<file path="src/rtl/fb_out_scheduler.sv">
// fb_out_scheduler: captures decimated filter-bank band samples into per-band
// holding registers and serialises them onto a single valid/ready stream,
// granting pending bands in round-robin order.
// Optional feature: define FB_SCHED_OVERRUN_EN to build the sticky overrun
// flag; without it overrun is tied low and overrun_clr is ignored.
module fb_out_scheduler #(
    parameter int NCH  = 16,
    parameter int DW   = 37,
    parameter int DECW = 4
) (
    input  logic                   clock,
    input  logic                   reset_n,
    input  logic                   clk_enable,
    input  logic [NCH*DW-1:0]      band_data,
    input  logic [NCH*DECW-1:0]    dec_cfg,
    input  logic                   cfg_load,
    output logic                   out_valid,
    input  logic                   out_ready,
    output logic [DW-1:0]          out_data,
    output logic [$clog2(NCH)-1:0] out_chan,
    output logic                   overrun,
    input  logic                   overrun_clr
);

    localparam int CW = $clog2(NCH);

    typedef enum logic {
        IDLE,
        PRESENT
    } state_t;

    state_t          state_q;
    state_t          state_d;

    logic [DECW-1:0] dec_q     [NCH];
    logic [DECW-1:0] phase_q   [NCH];
    logic [DW-1:0]   holding_q [NCH];

    logic [NCH-1:0]  pending_q;
    logic [NCH-1:0]  pending_d;
    logic [NCH-1:0]  due;

    logic [CW-1:0]   grant_q;
    logic [CW-1:0]   grant_d;
    logic [CW-1:0]   last_q;
    logic [CW-1:0]   pick;
    logic [CW:0]     idx;

    logic            any_pending;
    logic            xfer;

    assign any_pending = |pending_q;
    assign xfer        = (state_q == PRESENT) && out_ready;
    assign out_chan    = grant_q;
    assign out_data    = holding_q[grant_q];

    // Decide which bands capture on this strobe and how the pending set evolves
    always_comb begin
        due       = '0;
        pending_d = pending_q;
        for (int k = 0; k < NCH; k++) begin
            due[k] = clk_enable && !cfg_load && (phase_q[k] == '0);
            if (due[k]) begin
                pending_d[k] = 1'b1;
            end else if (xfer && (grant_q == CW'(k))) begin
                pending_d[k] = 1'b0;
            end
        end
    end

    // Round-robin search upward from the band after the last grant; scanning
    // from the far end lets the nearest pending band win without a found flag
    always_comb begin
        pick = last_q;
        idx  = '0;
        for (int i = NCH; i >= 1; i--) begin
            idx = {1'b0, last_q} + (CW+1)'(i);
            if (idx >= (CW+1)'(NCH)) begin
                idx = idx - (CW+1)'(NCH);
            end
            if (pending_q[idx[CW-1:0]]) begin
                pick = idx[CW-1:0];
            end
        end
    end

    // Per-band decimation registers, phase counters, holding registers and pending bits
    always_ff @(posedge clock or negedge reset_n) begin
        if (!reset_n) begin
            for (int k = 0; k < NCH; k++) begin
                dec_q[k]     <= '0;
                phase_q[k]   <= '0;
                holding_q[k] <= '0;
            end
            pending_q <= '0;
        end else begin
            for (int k = 0; k < NCH; k++) begin
                if (cfg_load) begin
                    dec_q[k]   <= dec_cfg[k*DECW +: DECW];
                    phase_q[k] <= '0;
                end else if (clk_enable) begin
                    if (due[k]) begin
                        phase_q[k]   <= dec_q[k];
                        holding_q[k] <= band_data[k*DW +: DW];
                    end else begin
                        phase_q[k] <= phase_q[k] - DECW'(1);
                    end
                end
            end
            pending_q <= pending_d;
        end
    end

    // Output FSM state, current grant and round-robin pointer
    always_ff @(posedge clock or negedge reset_n) begin
        if (!reset_n) begin
            state_q <= IDLE;
            grant_q <= '0;
            last_q  <= CW'(NCH - 1);
        end else begin
            state_q <= state_d;
            grant_q <= grant_d;
            if ((state_q == IDLE) && any_pending) begin
                last_q <= pick;
            end
        end
    end

    // Next-state and output decode: grant is chosen on the IDLE->PRESENT step
    always_comb begin
        state_d   = state_q;
        grant_d   = grant_q;
        out_valid = 1'b0;
        case (state_q)
            IDLE: begin
                if (any_pending) begin
                    state_d = PRESENT;
                    grant_d = pick;
                end
            end
            PRESENT: begin
                out_valid = 1'b1;
                if (out_ready) begin
                    state_d = IDLE;
                end
            end
            default: begin
                state_d = IDLE;
            end
        endcase
    end

`ifdef FB_SCHED_OVERRUN_EN
    logic [NCH-1:0] ovr_evt;

    // A due band overwriting a pending sample that is not leaving this cycle
    always_comb begin
        ovr_evt = '0;
        for (int k = 0; k < NCH; k++) begin
            ovr_evt[k] = due[k] && pending_q[k] && !(xfer && (grant_q == CW'(k)));
        end
    end

    // Sticky overrun flag; a new event beats a simultaneous clear
    always_ff @(posedge clock or negedge reset_n) begin
        if (!reset_n) begin
            overrun <= 1'b0;
        end else if (|ovr_evt) begin
            overrun <= 1'b1;
        end else if (overrun_clr) begin
            overrun <= 1'b0;
        end
    end
`else
    logic unused_clr;

    assign unused_clr = overrun_clr;
    assign overrun    = 1'b0;
`endif

endmodule

</file>
<file path="config.mk">
export PLATFORM = sky130hd
export DESIGN_NAME = fb_out_scheduler
export DESIGN_NICKNAME = d
export VERILOG_FILES = /design/src/rtl/fb_out_scheduler.sv
export SDC_FILE = /design/constraint.sdc
export NUM_CORES = 1
export LEC_CHECK = 0
export ABC_CLOCK_PERIOD_IN_PS = 5270
export CORE_ASPECT_RATIO = 0.9
export CORE_UTILIZATION = 29
export DETAILED_ROUTE_END_ITERATION = 8
export PLACE_DENSITY = 0.53
export SLEW_MARGIN = 10
export SYNTH_ARGS = -nofsm -noshare
export SYNTH_HDL_FRONTEND = slang
export SYNTH_SLANG_ARGS = --single-unit
</file>
<file path="constraint.sdc">
create_clock -name clock -period 5.27 [get_ports clock]
set_input_delay 0.7905 -clock clock [delete_from_list [all_inputs] [get_ports clock]]
set_output_delay 0.7905 -clock clock [all_outputs]
set_load 0.01 [all_outputs]
</file>
==> impl_metrics.toml, run 1 <==
[setup_path]
criticalPathCategory = "reg2out"
startpoint_type = "flip-flop"
slowest_delay_ps = 810
path_common_cell = "mux4_2"
critPathRequiredTime_ps = 4480
arrival_ps = 3710
cp_slowest_cell = "dfrtp_4"
crit_path_end_kind = "output pin"
worstRegToRegCells = 10
crit_chain = "buf_4, mux4_2, mux4_2, clkdlybuf4s50_1"
critPathMaxFanout = 24

[clocking]
cts_root_buf = "clkbuf_16"
clk_latency_ps = 700
clock_path_buffers = 3
tritoncts = "done"
cts_sinks = 745
cts.repair.resized = 0
clk_pin_slew_ps = 60
cts_buffers = 87
post_cts_buffers = 0
hold_buffers = 0
h-tree-depth = 3

[logic_synthesis]
synth_fp_nets = 3305
synth_top_area_share_pct = 52.4
yosys.area_share.simple_pct = 6.75
async_flop_share_pct = 100
synth.yosys.seq_area_share_pct = 52.7
synth_xor_area_share_pct = 0.340
avgSynthCellArea_um2 = 13.5
synth-main-ff-cell = "dfrtp_1"
netlist_instances = 2620
synth_area_leader_cell = "dfrtp_1"
yosys_warnings = 0
synthDistinctLibCells = 60
syn-cell-area_um2 = 35400
synth_compound_area_share_pct = 3.66
synth_top_family_by_area = "multiplexers"
synthMuxAreaShare_pct = 33.1
ys_seq_elements = 745
synth_area_leaders = "dfrtp_1, mux2_2, mux4_2, nand2_1, nor2_1"
synth_fa_ha_area_share_pct = 0.814
synth_edf_count = 0

[floorplanning]
fp.coreArea_um2 = 121000
die_h_um = 333
start_util_pct = 29.2
die_x_um = 370
row_count = 121
io_pins = 705
die_area_um2 = 123000

[timing]
period_share_pct = 85.5
timing.final.crit_period_ps = 4500
rsz0062_at_grt = "no"
skew_ps = 28.9
slew_violations = 0
tns_ps = 0
tightest_slew_ps = 1100
hold_viol = 0
fmax_mhz = 222
max-slew-margin-rel_pct = 26.8
finalSetupViolations = 0

[layout]
seq_area_um2 = 18700
nNetsFinal = 3982
multi_input_comb_area_um2 = 15900
fillers = 11500
mostFrequentLayoutCells = "dfrtp_1, clkdlybuf4s50_1, mux2_2"
final_common_cell = "dfrtp_1"
area_delta_synth_final_pct = 33.8
drive_gt1_share_pct = 30.2

[route]
wire_per_inst_um = 26.9
drt_first_pass_iters = 5
drt-total-wl_mm = 134
postRouteAntennaNets = 0
drc = 0
via_count = 24800
drt_iter0_markers = 1675
vias_per_cell = 4.98

[pwr]
power_density_nw_per_um2 = 574
peakVddDrop_mv = 0.266
p_leak_nw = 19.6
power_w = 0.0272

[global_route]
grt_pass1_wl_mm = 191
grt_max_degree = 113
grt_usage_pct = 21.7
antenna_found_initial = 37
grt_pass1_vias = 26100
grt-ovfl-total = 0

[placement]
place.gp.congestion = 0.834
dpl.hpwl_mm = 92.6
io_buffers = 702

[hold_path]
worst_hold_path_type = "in2async"

[job]
cap_violations = 0

[run_status]
status = "complete, no violations"
## routing by layer
metal / track usage [%] / wire (um) / share of wire (%)
met5: 0 / 230 / 0.17
met4: 4.95 / 2900 / 2.2
met3: 5.46 / 8240 / 6.2
met2: 35.5 / 64900 / 48
met1: 28.7 / 57500 / 43
## cell type report
cell class                 instances  share of cell area (%)
antenna                           14                  0.0740
clock buffer                     124                    5.34
clock inverter                    28                   0.809
inverter                          74                   0.587
multi-input combinational       1638                    33.6
sequential                       745                    39.4
tap                             1599                    4.23
timing repair buffer             751                    15.9
## kinds of logic (layout without fill, tap and decap cells)
family | Yosys count | in the layout
adders and majority gates | 23 | 23
and+or+nand+nor | 563 | 563
AOI/OAI and AO/OA | 215 | 215
DFF | 745 | 745
muxes | 824 | 824
buffers and inverters | 237 | 977
xor gates and xnor gates | 12 | 12
other | 1 | 15
## Yosys cell counts (all sizes together) (5+ instances only)
| cell | number |
|---|---|
| a31oi | 5 |
| o211ai | 7 |
| a211oi | 10 |
| nor4b | 5 |
| nor2 | 92 |
| clkbuf | 86 |
| buf | 77 |
| inv | 74 |
| mux2i | 32 |
| a21oi | 67 |
| nand2b | 11 |
| mux4 | 218 |
| xnor2 | 10 |
| ha | 23 |
| and3 | 8 |
| or4 | 12 |
| or3 | 5 |
| nand3 | 9 |
| nand2 | 351 |
| a22oi | 9 |
| mux2 | 574 |
| dfrtp | 741 |
| o31ai | 7 |
| o21ai | 58 |
| nor3 | 38 |
| and2 | 5 |
| nor4 | 15 |
| o22ai | 29 |
## final timing paths
| kind | from | endpoint | slack (ps) |
|---|---|---|---|
| max | out_chan[0]$_DFFE_PN0P_ | out_data[27] | 770 |
| min | reset_n | holding_q[190]$_DFFE_PN0P_ | 160 |
| max reg2reg | last_q[2]$_DFFE_PN1P_ | out_chan[1]$_DFFE_PN0P_ | 1210 |
| min reg2reg | holding_q[585]$_DFFE_PN0P_ | holding_q[585]$_DFFE_PN0P_ | 470 |
| max in group asynchronous | reset_n | holding_q[377]$_DFFE_PN0P_ | 3860 |
| min in group clock | holding_q[585]$_DFFE_PN0P_ | holding_q[585]$_DFFE_PN0P_ | 470 |
## per-stage QoR
step / hold WS (ps) / setup WS [ps] / instance area [um2] / cells / utilization [%]
after floorplan: 441 / 1440 / 35400 / 2620 / -
after global placement: 456 / 1220 / 44400 / 4807 / 36.7
after detailed placement: 460 / 1250 / 44400 / 4807 / 36.7
after CTS: 151 / 645 / 47300 / 4959 / 39.1
after global routing: 175 / 570 / 47300 / 4967 / 39.1
final: 159 / 766 / 47300 / 4973 / 39.1
## state kept, by name, indices dropped and copies added, names as in the netlist
register	cells
dec_q	64
holding_q	592
last_q	4
out_chan	4
pending_q	16
phase_q	64
state_q	1
## worst max-delay path: cells and delay by family, from the launching register on
kind | cells | cell delay, ps
flip-flops | 1 | 810
buffers and inverters | 2 | 990
multiplexers | 2 | 1190
## report_power, final
part           leakage (nW)  internal (W)  total (W)  switching (W)
sequential             8.90       0.00804    0.00973        0.00170
combinational          9.23       0.00623     0.0112        0.00501
clock                  1.43       0.00359    0.00618        0.00259
(Power assumes the default switching activity.)
==> run 2: changes to the inputs <==
--- a/config.mk
+++ b/config.mk
@@ -6,10 +6,10 @@
 export NUM_CORES = 1
 export LEC_CHECK = 0
 export ABC_CLOCK_PERIOD_IN_PS = 5270
-export CORE_ASPECT_RATIO = 0.9
-export CORE_UTILIZATION = 29
+export CORE_AREA = 2 2 272 274
 export DETAILED_ROUTE_END_ITERATION = 8
-export PLACE_DENSITY = 0.53
+export DIE_AREA = 0 0 274 276
+export PLACE_DENSITY = 0.79
 export SLEW_MARGIN = 10
 export SYNTH_ARGS = -nofsm -noshare
 export SYNTH_HDL_FRONTEND = slang
==> impl_metrics.toml, run 2 (synthesis gave the netlist of run 1 again) <==
[layout]
top_register = "holding_q"
nNetsFinal = 3980
reg.largest.list = "holding_q (592), dec_q (64), phase_q (64)"
mostFrequentLayoutCells = "dfrtp_1, clkdlybuf4s50_1, mux2_2"
area_delta_synth_final_pct = 31.5
largest_reg_flops = 592
layout.cells.non_filler = 4361
final_common_cell = "dfrtp_1"
drive_gt1_share_pct = 30.4

[timing]
tns_ps = 0
rsz0062_at_grt = "no"
fmax_mhz = 217
max-slew-margin-rel_pct = 30.8
finalSetupViolations = 0
period_share_pct = 87.4
skew_ps = 35.9
tightest_slew_ps = 1030
hold_viol = 0
slew_violations = 0
timing.final.crit_period_ps = 4600

[floorplanning]
fp.coreArea_um2 = 72600
die_x_um = 274
die_h_um = 276
start_util_pct = 48.7
io_pins = 705
row_count = 99
die_area_um2 = 75600

[global_route]
grt_pass1_wl_mm = 180
grt_max_degree = 107
antenna_found_initial = 60
grt-ovfl-total = 0
grt_usage_pct = 32.3
grt_pass1_vias = 28400

[setup_path]
critPathRequiredTime_ps = 4480
crit_path_end_kind = "output pin"
criticalPathCategory = "reg2out"
startpoint_type = "flip-flop"
arrival_ps = 3810
critPathMaxFanout = 44

[route]
vias_per_cell = 5.99
wire_per_inst_um = 27.9
drt_iter0_markers = 2323
via_count = 26100
drt_first_pass_iters = 5
drt-total-wl_mm = 122
postRouteAntennaNets = 0
drc = 0

[clocking]
post_cts_buffers = 0
hold_buffers = 0
cts.repair.resized = 0
clk_pin_slew_ps = 60
h-tree-depth = 3
clk_latency_ps = 640
cts_buffers = 81
cts_sinks = 745
clock_path_buffers = 3
cts_root_buf = "clkbuf_16"
tritoncts = "done"

[placement]
place_inst = 4171
place.gp.congestion = 0.930
dpl.hpwl_mm = 87.0
io_buffers = 702

[run_status]
status = "complete, no violations"

[pwr]
peakVddDrop_mv = 0.372
power_density_nw_per_um2 = 576
p_leak_nw = 19.5

[job]
cap_violations = 0

[hold_path]
worst_hold_path_type = "in2async"
## run 2: final timing paths
| kind | startpoint | to | slack [ps] | depth (start not counted) |
|---|---|---|---|---|
| worst max-delay path | out_chan[0]$_DFFE_PN0P_ | out_data[1] | 670 | 4 |
| worst min-delay path | reset_n | holding_q[338]$_DFFE_PN0P_ | 140 | 1 |
| worst max register to register | last_q[1]$_DFFE_PN1P_ | last_q[2]$_DFFE_PN1P_ | 980 | 9 |
| worst min register to register | holding_q[573]$_DFFE_PN0P_ | holding_q[573]$_DFFE_PN0P_ | 470 | 2 |
| max in group asynchronous | reset_n | holding_q[295]$_DFFE_PN0P_ | 3670 | 2 |
| min in group clock | holding_q[573]$_DFFE_PN0P_ | holding_q[573]$_DFFE_PN0P_ | 470 | 2 |
## run 2: final cells by class
class,count,area (um2)
fillers,5285,26100
flip-flops and latches,745,18700
multi-input cells,1638,15800
repair buffers,755,7670
clock buffers,112,2320
well taps,959,1200
clock inverters,39,467
inverters,74,278
diodes,39,97.6
## run 2: metal layers
metal	GRT usage (%)	vias to the layer above	routed length, um
met4	15.7	36	5070
met3	8.06	316	10000
met2	53.8	1324	61600
met5	0	-	233
li1	-	10900	-
met1	39.3	13500	44900
## run 2: critical path, stage by stage, from the launching register on
cell	delay [ps]
dfrtp_4	1070
buf_4	430
mux4_2	630
mux4_2	500
clkdlybuf4s50_1	500
## run 2: through the flow
stage          utilization [%]  cell area, um2  setup WS, ps  hold WS, ps  total power (W)
2_1_floorplan                -           35400          1440          441           0.0165
3_3_place_gp              60.1           43600          1090          453           0.0203
3_5_place_dp              60.1           43600          1080          460           0.0208
4_1_cts                   64.0           46400           582          220           0.0268
5_1_grt                   64.1           46500           494          246           0.0281
6_report                  64.1           46500           666          145           0.0268
## run 2: power breakdown
| part | total (W) | internal [W] | switching [W] | leakage [nW] |
|---|---|---|---|---|
| registers | 0.00984 | 0.00804 | 0.00180 | 8.90 |
| logic | 0.0110 | 0.00622 | 0.00481 | 9.22 |
| clock network | 0.00594 | 0.00346 | 0.00248 | 1.38 |
